**config.mk**
```make
export PLATFORM = sky130hd
export DESIGN_NAME = fetch_stage
export DESIGN_NICKNAME = d
export VERILOG_FILES = /design/src/rtl/legv8_pkg.sv /design/src/rtl/pc_register.sv /design/src/rtl/fetch_stage.sv
export SDC_FILE = /design/constraint.sdc
export NUM_CORES = 1
export LEC_CHECK = 0
export ABC_AREA = 1
export CORE_UTILIZATION = 50
export DETAILED_ROUTE_END_ITERATION = 10
export DONT_BUFFER_PORTS = 1
export PLACE_DENSITY_LB_ADDON = 0.25
export SYNTH_ARGS = -nofsm -noshare
export SYNTH_HDL_FRONTEND = slang
export SYNTH_SLANG_ARGS = --single-unit
```
**constraint.sdc**
```tcl
create_clock -name clock -period 2 [get_ports clock]
set_input_delay 0 -clock clock [delete_from_list [all_inputs] [get_ports clock]]
set_output_delay 0 -clock clock [all_outputs]
set_load 0.1 [all_outputs]
```
**src/rtl/legv8_pkg.sv**
```systemverilog
// legv8_pkg: constants and types shared by the LEGv8 fetch logic.
//   PC_WIDTH / INSTR_WIDTH : datapath widths
//   PC_STEP                : sequential fetch increment
//   PC_ALIGN_MASK          : low PC bits forced to zero on a redirect
//   HALT_ENC               : default encoding that stops fetch
//   fetch_state_t          : fetch FSM states
package legv8_pkg;

    localparam int unsigned PC_WIDTH    = 64;
    localparam int unsigned INSTR_WIDTH = 32;

    localparam logic [PC_WIDTH-1:0]    PC_STEP       = 64'd4;
    localparam logic [PC_WIDTH-1:0]    PC_ALIGN_MASK = 64'd3;
    localparam logic [INSTR_WIDTH-1:0] HALT_ENC      = 32'hD440_0000;

    typedef enum logic {
        ST_RUN    = 1'b0,
        ST_HALTED = 1'b1
    } fetch_state_t;

endpackage

```
**src/rtl/pc_register.sv**
```systemverilog
// pc_register: holds the fetch PC.
//   Parameter RESET_PC : value loaded on reset.
//   clock        : rising-edge clock
//   reset        : synchronous, active-high; loads RESET_PC
//   i_load       : load i_load_value (wins over i_inc)
//   i_load_value : address to load
//   i_inc        : advance by PC_STEP, wrapping modulo 2^64
//   o_pc         : current fetch PC
module pc_register
    import legv8_pkg::*;
#(
    parameter logic [PC_WIDTH-1:0] RESET_PC = 64'h0
) (
    input  logic                clock,
    input  logic                reset,
    input  logic                i_load,
    input  logic [PC_WIDTH-1:0] i_load_value,
    input  logic                i_inc,
    output logic [PC_WIDTH-1:0] o_pc
);

    logic [PC_WIDTH-1:0] r_pc;

    always_ff @(posedge clock) begin
        if (reset) begin
            r_pc <= RESET_PC;
        end else if (i_load) begin
            r_pc <= i_load_value;
        end else if (i_inc) begin
            r_pc <= r_pc + PC_STEP;
        end
    end

    assign o_pc = r_pc;

endmodule

```
**src/rtl/fetch_stage.sv**
```systemverilog
// fetch_stage: LEGv8 instruction fetch with IF/ID latch and RUN/HALTED FSM.
//   Parameters : RESET_PC (first fetch address), HALT_INSTR (stops fetch)
//   clock, reset   : rising-edge clock, synchronous active-high reset
//   stall          : hold everything (load-use hazard)
//   flush          : redirect to branch_target, kill IF/ID slot, leave HALTED
//   branch_target  : redirect address, low two bits ignored
//   imem_instr     : combinational instruction memory data for imem_addr
//   imem_addr      : current fetch PC
//   pc, instruction, valid : IF/ID latch contents
//   halted         : FSM is in HALTED
// Optional macro FETCH_PERF_EN adds fetch_count / flush_count (32-bit, wrapping).
module fetch_stage
    import legv8_pkg::*;
#(
    parameter logic [PC_WIDTH-1:0]    RESET_PC   = 64'h0,
    parameter logic [INSTR_WIDTH-1:0] HALT_INSTR = HALT_ENC
) (
    input  logic                   clock,
    input  logic                   reset,
    input  logic                   stall,
    input  logic                   flush,
    input  logic [PC_WIDTH-1:0]    branch_target,
    input  logic [INSTR_WIDTH-1:0] imem_instr,
    output logic [PC_WIDTH-1:0]    imem_addr,
    output logic [PC_WIDTH-1:0]    pc,
    output logic [INSTR_WIDTH-1:0] instruction,
    output logic                   valid,
    output logic                   halted
`ifdef FETCH_PERF_EN
    ,
    output logic [31:0]            fetch_count,
    output logic [31:0]            flush_count
`endif
);

    fetch_state_t r_state;
    fetch_state_t w_next_state;

    logic [PC_WIDTH-1:0]    r_pc;
    logic [INSTR_WIDTH-1:0] r_instr;
    logic                   r_valid;

    logic [PC_WIDTH-1:0]    w_pc_next;
    logic [INSTR_WIDTH-1:0] w_instr_next;
    logic                   w_valid_next;

    logic                   w_pc_load;
    logic                   w_pc_inc;
    logic [PC_WIDTH-1:0]    w_fetch_pc;
    logic [PC_WIDTH-1:0]    w_target;

    assign w_target = branch_target & ~PC_ALIGN_MASK;

    pc_register #(
        .RESET_PC (RESET_PC)
    ) u_pc_register (
        .clock        (clock),
        .reset        (reset),
        .i_load       (w_pc_load),
        .i_load_value (w_target),
        .i_inc        (w_pc_inc),
        .o_pc         (w_fetch_pc)
    );

    // Priority: flush > stall > HALTED hold > normal fetch (reset is in the registers).
    always_comb begin
        w_next_state = r_state;
        w_pc_next    = r_pc;
        w_instr_next = r_instr;
        w_valid_next = r_valid;
        w_pc_load    = 1'b0;
        w_pc_inc     = 1'b0;

        if (flush) begin
            w_next_state = ST_RUN;
            w_pc_next    = '0;
            w_instr_next = '0;
            w_valid_next = 1'b0;
            w_pc_load    = 1'b1;
        end else if (!stall) begin
            if (r_state == ST_HALTED) begin
                w_pc_next    = '0;
                w_instr_next = '0;
                w_valid_next = 1'b0;
            end else begin
                w_pc_next    = w_fetch_pc;
                w_instr_next = imem_instr;
                w_valid_next = 1'b1;
                // The halt instruction is delivered but the PC parks on it.
                if (imem_instr == HALT_INSTR) begin
                    w_next_state = ST_HALTED;
                end else begin
                    w_pc_inc = 1'b1;
                end
            end
        end
    end

    always_ff @(posedge clock) begin
        if (reset) begin
            r_state <= ST_RUN;
            r_pc    <= '0;
            r_instr <= '0;
            r_valid <= 1'b0;
        end else begin
            r_state <= w_next_state;
            r_pc    <= w_pc_next;
            r_instr <= w_instr_next;
            r_valid <= w_valid_next;
        end
    end

    assign imem_addr   = w_fetch_pc;
    assign pc          = r_pc;
    assign instruction = r_instr;
    assign valid       = r_valid;
    assign halted      = (r_state == ST_HALTED);

`ifdef FETCH_PERF_EN
    logic [31:0] r_fetch_count;
    logic [31:0] r_flush_count;
    logic        w_fetch_evt;

    assign w_fetch_evt = !flush && !stall && (r_state == ST_RUN);

    always_ff @(posedge clock) begin
        if (reset) begin
            r_fetch_count <= '0;
            r_flush_count <= '0;
        end else begin
            if (w_fetch_evt) r_fetch_count <= r_fetch_count + 32'd1;
            if (flush)       r_flush_count <= r_flush_count + 32'd1;
        end
    end

    assign fetch_count = r_fetch_count;
    assign flush_count = r_flush_count;
`endif

endmodule

```
==> metrics.cfg, run 1 <==
[clocking]
clk_pin_slew_ps=70
postCtsSetupBuffers=0
cts_tree=done
cts-htree-levels=4
root_buffer=clkbuf_16
max-clock-path-buffers=2
numCtsBuffers=17
cts.sinks=158
clock_latency_ps=430

[setup_path]
critPathLaunch=u_pc_register.o_pc[3]$_SDFFE_PP0P_
path_buf_inv=2
path_delay_family=simple AND/OR/NAND/NOR gates
crit_slowest_cell=dfxtp_4
path_max_fanout=4
timing.rr.start=u_pc_register.o_pc[3]$_SDFFE_PP0P_
end_kind=flip-flop
path_class=flip-flop to flip-flop
path_cells=ha_1 -> inv_1 -> nor2_1 -> nand3_1 -> inv_1 -> nand2_1 -> o21ai_0 -> nand3_1 -> nand2_1 -> a21oi_1
cp.arrival_ps=2190
worst_ep_required_time_ps=2320
start_kind=flip-flop
cp_slowest_stage_delay_ps=360

[place]
hpwl_um=21160
numPortBuffers=0
routabilityCongestion=0.9552
place_area_mm2=0.009677
dp_cells=1668

[finish]
syn2layout_area_growth_pct=36.37
nFillCells=1323
antennaDiodeCount=0
multi_input_area_mm2=0.004598
instances_no_fill=1798
fin_util=0.7041
nets=1670
drive_gt1_frac=0.1928
final_area_mm2=0.01131
seq_area_mm2=0.003236

[grt]
grt-ovfl-total=0
grt_pass1_wl_um=45910
grt_max_degree=98
grtUsageTotal=0.3524
grt_antenna_before_repair=0
grt_pass1_vias=8811

[die]
dieArea_mm2=0.01710
dieWidth_um=130.8
chipHeight_um=130.8
rows=46
core_area_mm2=0.01606
ios=262
initial_core_util=0.5163

[logic_synthesis]
ys_seq_area_frac=0.3815
synth_common_cells=nand2_1 (526), nor2_1 (190), dfxtp_1 (158), a21oi_1 (130), inv_1 (66)
ys_types=29
syn_area_mm2=0.008290
synth_top_cell_area_share=0.3815
yosysWarnings=0
synth_flop_cell=dfxtp_1
yosysTopAreaCell=dfxtp_1
yosysMostFrequentCell=nand2_1
synth-edff-count=0
synth.area.top_cells=dfxtp_1 (38%), nand2_1 (24%), nor2_1 (8.6%), a21oi_1 (7.8%), o21ai_0 (3.4%)
syn_avg_cell_area_um2=6.173
postSynth.asyncResetShare=0
synth-seq-cells=158
syn_inst=1343

[power_and_ir_drop]
clkPwrFrac=0.375
power_density_mw_per_mm2=787.7
seqPwrFrac=0.383
p_comb_frac=0.241
p_switching_mw=3.185
p_int_mw=5.721
switching_share=0.3576
peakVddDrop_v=0.0005900
cellLeakagePower_nw=4.650

[sta]
setup_viol=0
finalSetupTns_ps=0
fmax_mhz=535.2
rsz0062_at_grt=false
final_hold_viol_count=2
worst_slew_pin_slew_ps=719.2
finalClockSkew_ps=5.080
fin_crit_sh=0.9342
maxSlewViolCount=0
hold_slack_ps=-2.260
period_minus_slack_ps=1868
relSlewSlack=0.5205

[detailed_routing]
dr.pass1.iters=6
via_per_inst=5.346
routed_wl_um=30770
wl_per_cell_um=17.11
ant_nets=0
route.detailed.drc=0
route.vias.total=9612
drt_iter0_markers=790

[status]
status=finished, violations left
violations=hold timing

[worst_hold_path]
hp-start=stall
hold_class=input pin to flip-flop

[job]
drv_cap=0

[worst reg2reg max path: stages (launching register included)]
cell and delay [ps]:
dfxtp_4 360, ha_1 170, inv_1 60, nor2_1 180
nand3_1 200, inv_1 90, nand2_1 210, o21ai_0 230
nand3_1 110, nand2_1 90, a21oi_1 60
[through the flow]
| stage | power (mW) | worst slack, ps |
|---|---|---|
| 2_1_floorplan | 5.026 | 7.375 |
| 3_3_place_gp | 5.355 | 234.1 |
| 3_5_place_dp | 5.373 | 222.1 |
| 4_1_cts | 8.908 | 200.5 |
| 5_1_grt | 9.174 | 3.000 |
| 6_report | 8.906 | 131.6 |
[logic make-up after synthesis]
family                     Yosys count  synth area share
and+or+nand+nor                    836            0.4094
AOI/OAI and AO/OA                  194            0.1186
DFF                                158            0.3815
buffers and inverters              133           0.06731
xor gates and xnor gates            20           0.02113
adders and majority gates            1          0.001509
other                                1         0.0004523
[metal layers]
metal	track usage	part of all wire	vias up
met5	0	0	-
met4	0.1170	0.024	0
met3	0.07125	0.087	52
met2	0.6010	0.47	446
met1	0.4437	0.41	4435
li1	-	-	4679
[flip-flops by register name, summed over array words and instances (netlist names)]
name,count
pc,62
u_pc_register.o_pc,62
instruction,32
halted,1
valid,1
[power groups by stage]
stage / Sequential (mW) / Clock (mW) / Combinational (mW)
2_1_floorplan: 4.48 / 0 / 0.550
3_3_place_gp: 3.48 / 0 / 1.88
3_5_place_dp: 3.48 / 0 / 1.89
4_1_cts: 3.41 / 3.37 / 2.13
5_1_grt: 3.43 / 3.49 / 2.26
6_report: 3.41 / 3.34 / 2.15
[final cells by class]
type | count | area share
sequential | 158 | 0.2862
clock buffer | 19 | 0.03918
clock inverter | 13 | 0.01372
multi-input combinational | 1055 | 0.4067
inverter | 68 | 0.02269
tap | 216 | 0.02390
timing repair buffer | 269 | 0.2076
[cells in the final DEF (no fill, tap or decap), types with 5 or more instances in the layout]
cell type,netlist,layout
nand2_1,526,525
nor2_1,190,188
buf_4,5,168
a21oi_1,130,130
dfxtp_1,158,104
dlygate4sd3_1,0,95
inv_1,66,66
o21ai_0,56,56
nand3_1,53,53
dfxtp_2,0,52
nand2_2,17,17
clkbuf_16,0,17
nor3_1,14,14
nor2_2,12,13
xnor2_1,13,13
nand4_1,9,9
nor2_4,6,7
xor2_1,7,7
nand3b_1,5,5
[worst paths after layout]
kind / end / slack [ps] / depth (start not counted)
min reg2reg: pc[26]$_SDFFE_PP0N_ / 460 / 2
min: pc[22]$_SDFFE_PP0N_ / -2 / 3
max reg2reg: u_pc_register.o_pc[36]$_SDFFE_PP0P_ / 130 / 10
max: u_pc_register.o_pc[36]$_SDFFE_PP0P_ / 130 / 10
[repair_timing]
item                                    4_1_cts  5_1_grt
endpoints found under the setup margin        0        2
hold buffers                                 98        0
gates resized for setup                       0        2
endpoints found under the hold margin       158        0
(Power assumes the default switching activity.)
==> inputs of run 2 (changes only) <==
- PLACE_DENSITY: default -> 0.68
- PLACE_DENSITY_LB_ADDON: 0.25 -> default
- clock period: 2 -> 1.81 ns (I/O delays scaled with it)
==> run 2 against run 1 <==
Effect of this change: the flow now finishes without violations; sequential cell count unchanged; non-clock buffer count increased by 40; clock-buffer cell count is the same; sequential share of layout area decreased by 0.74 points; worst setup slack worse by 70 ps; final area is 4.7% higher; utilization is 3.3 points higher; global-route usage is 0.71 points higher; critical path depth did not move; cell count increased by 2.2%; via count up 3.0%.
==> metrics.cfg, run 2 (synthesis results as in run 1) <==
[die]
rows=46  ; unchanged
dieArea_mm2=0.01710  ; unchanged
chipHeight_um=130.8  ; unchanged
dieWidth_um=130.8  ; unchanged
ios=262  ; unchanged
core_area_mm2=0.01606  ; unchanged
initial_core_util=0.5163  ; unchanged

[finish]
final_cell_mix=nand2_1 (523), buf_4 (187), nor2_1 (171), a21oi_1 (130), dlygate4sd3_1 (112)  ; was nand2_1 (525), nor2_1 (188), buf_4 (168), a21oi_1 (130), dfxtp_1 (104)
instances_no_fill=1838  ; was 1798
syn2layout_area_growth_pct=42.82  ; was 36.37%
final_common_cell=nand2_1  ; unchanged
drive_gt1_frac=0.2201  ; was 0.1928
nets=1710  ; was 1670
antennaDiodeCount=0  ; unchanged

[detailed_routing]
ant_nets=0  ; unchanged
route.detailed.drc=0  ; unchanged
wl_per_cell_um=17.34  ; was 17.11 um
routed_wl_um=31870  ; was 30770 um
route.vias.total=9903  ; was 9612
drt_iter0_markers=799  ; was 790
dr.pass1.iters=5  ; was 6
via_per_inst=5.388  ; was 5.346

[sta]
finalClockSkew_ps=8.280  ; was 5.080 ps
relSlewSlack=0.3250  ; was 0.5205
final_hold_viol_count=0  ; was 2
setup_viol=0  ; unchanged
period_minus_slack_ps=1748  ; was 1868 ps
fmax_mhz=572.0  ; was 535.2 MHz
fin_crit_sh=0.9658  ; was 0.9342
worst_slew_pin_slew_ps=1009  ; was 719.2 ps
rsz0062_at_grt=true  ; was false
hold_slack_ps=25.16  ; was -2.260 ps
maxSlewViolCount=0  ; unchanged

[job]
drv_cap=0  ; unchanged

[setup_path]
end_kind=flip-flop  ; unchanged
path_max_fanout=5  ; was 4
crit_slowest_cell=dfxtp_4  ; unchanged
worst_ep_required_time_ps=2160  ; was 2320 ps
cp_slowest_stage_delay_ps=350  ; was 360 ps
path_cells=nand2_1 -> nor2_4 -> nand2_1 -> nor2_4 -> nand2_2 -> inv_1 -> nand3b_1 -> nand3_1 -> nand2_1 -> a21oi_1  ; was ha_1 -> inv_1 -> nor2_1 -> nand3_1 -> inv_1 -> nand2_1 -> o21ai_0 -> nand3_1 -> nand2_1 -> a21oi_1
r2r_cells=10  ; unchanged
cp.arrival_ps=2100  ; was 2190 ps
critPathMostFrequentCell=nand2_1
path_class=flip-flop to flip-flop  ; unchanged
start_kind=flip-flop  ; unchanged

[clocking]
numCtsBuffers=17  ; unchanged
cts-htree-levels=4  ; unchanged
clock_latency_ps=430  ; about the same
cts.sinks=158  ; unchanged
clk_pin_slew_ps=60  ; was 70 ps
cts_tree=done  ; unchanged
root_buffer=clkbuf_16  ; unchanged
max-clock-path-buffers=2  ; unchanged

[power_and_ir_drop]
cellLeakagePower_nw=4.853  ; was 4.650 nW
peakVddDrop_v=0.0007340  ; was 0.0005900 V
power_density_mw_per_mm2=827.9  ; was 787.7 mW/mm2

[grt]
grt_pass1_vias=9240  ; was 8811
grt_max_degree=96  ; was 98
grt_pass1_wl_um=46910  ; was 45910 um
grtUsageTotal=0.3595  ; was 0.3524
grt-ovfl-total=0  ; unchanged
grt_antenna_before_repair=0  ; unchanged

[worst_hold_path]
whs_path_depth=5  ; was 3
hold_class=input pin to flip-flop  ; unchanged

[status]
status=completed  ; was finished, violations left

[place]
dp_cells=1684  ; was 1668
hpwl_um=21180  ; was 21160 um
numPortBuffers=0  ; unchanged
routabilityCongestion=0.9562  ; was 0.9552

[run 2: stage by stage]
stage / instance area [um2] / setup TNS [ps] / power (mW) / setup slack (ps) / utilization
after floorplan: 8449 / 0 / 5.549 / 0.9119 / -
after global placement: 9884 / 0 / 5.922 / 91.50 / 0.6156
after detailed placement: 9884 / 0 / 5.941 / 46.10 / 0.6156
after CTS: 11690 / 0 / 9.770 / 6.613 / 0.7278
after global routing: 11840 / -62.31 / 10.11 / -21.74 / 0.7373
final: 11840 / 0 / 9.802 / 61.83 / 0.7373
[run 2: what timing repair did]
action                                  4_1_cts  5_1_grt
endpoints found under the hold margin       158        0
endpoints found under the setup margin        0       27
gates resized for setup                       0       34
hold buffers                                116        0
buffers inserted                              0        5
[run 2: metal layers]
layer | GRT usage | wire (um) | vias to the layer above
met4 | 0.1663 | 1126 | 0
met1 | 0.4256 | 12720 | 4525
li1 | - | - | 4767
met2 | 0.6138 | 14930 | 533
met5 | 0 | 0 | -
met3 | 0.08673 | 3085 | 78
[run 2: area by class of cell]
| type | instances | area, um2 |
|---|---|---|
| tap | 216 | 270.3 |
| timing repair buffer | 309 | 2735 |
| clock buffer | 19 | 454.2 |
| clock inverter | 13 | 125.1 |
| multi-input combinational | 1055 | 4698 |
| sequential | 158 | 3301 |
| inverter | 68 | 256.5 |
| fill | 1313 | 4218 |
[run 2: path summary, 6_finish.rpt]
kind	endpoint	start	slack [ps]
worst min register to register	pc[41]$_SDFFE_PP0N_	pc[41]$_SDFFE_PP0N_	460
worst max register to register	u_pc_register.o_pc[49]$_SDFFE_PP0P_	u_pc_register.o_pc[12]$_SDFFE_PP0P_	60
worst max-delay path	u_pc_register.o_pc[49]$_SDFFE_PP0P_	u_pc_register.o_pc[12]$_SDFFE_PP0P_	60
worst min-delay path	u_pc_register.o_pc[55]$_SDFFE_PP0P_	flush	30
[run 2: worst max-delay path, delay by kind of cell (launching register included)]
family          cells  cell delay (ps)
simple gates        8             1020
compound gates      1              130
buf+inv             1              170
flops               1              350
[run 2: report_power, final]
group          internal [mW]  switching, mW  leakage [nW]
sequential              3.63          0.139          1.32
clock                   2.01           1.59         0.292
combinational          0.610           1.82          3.24
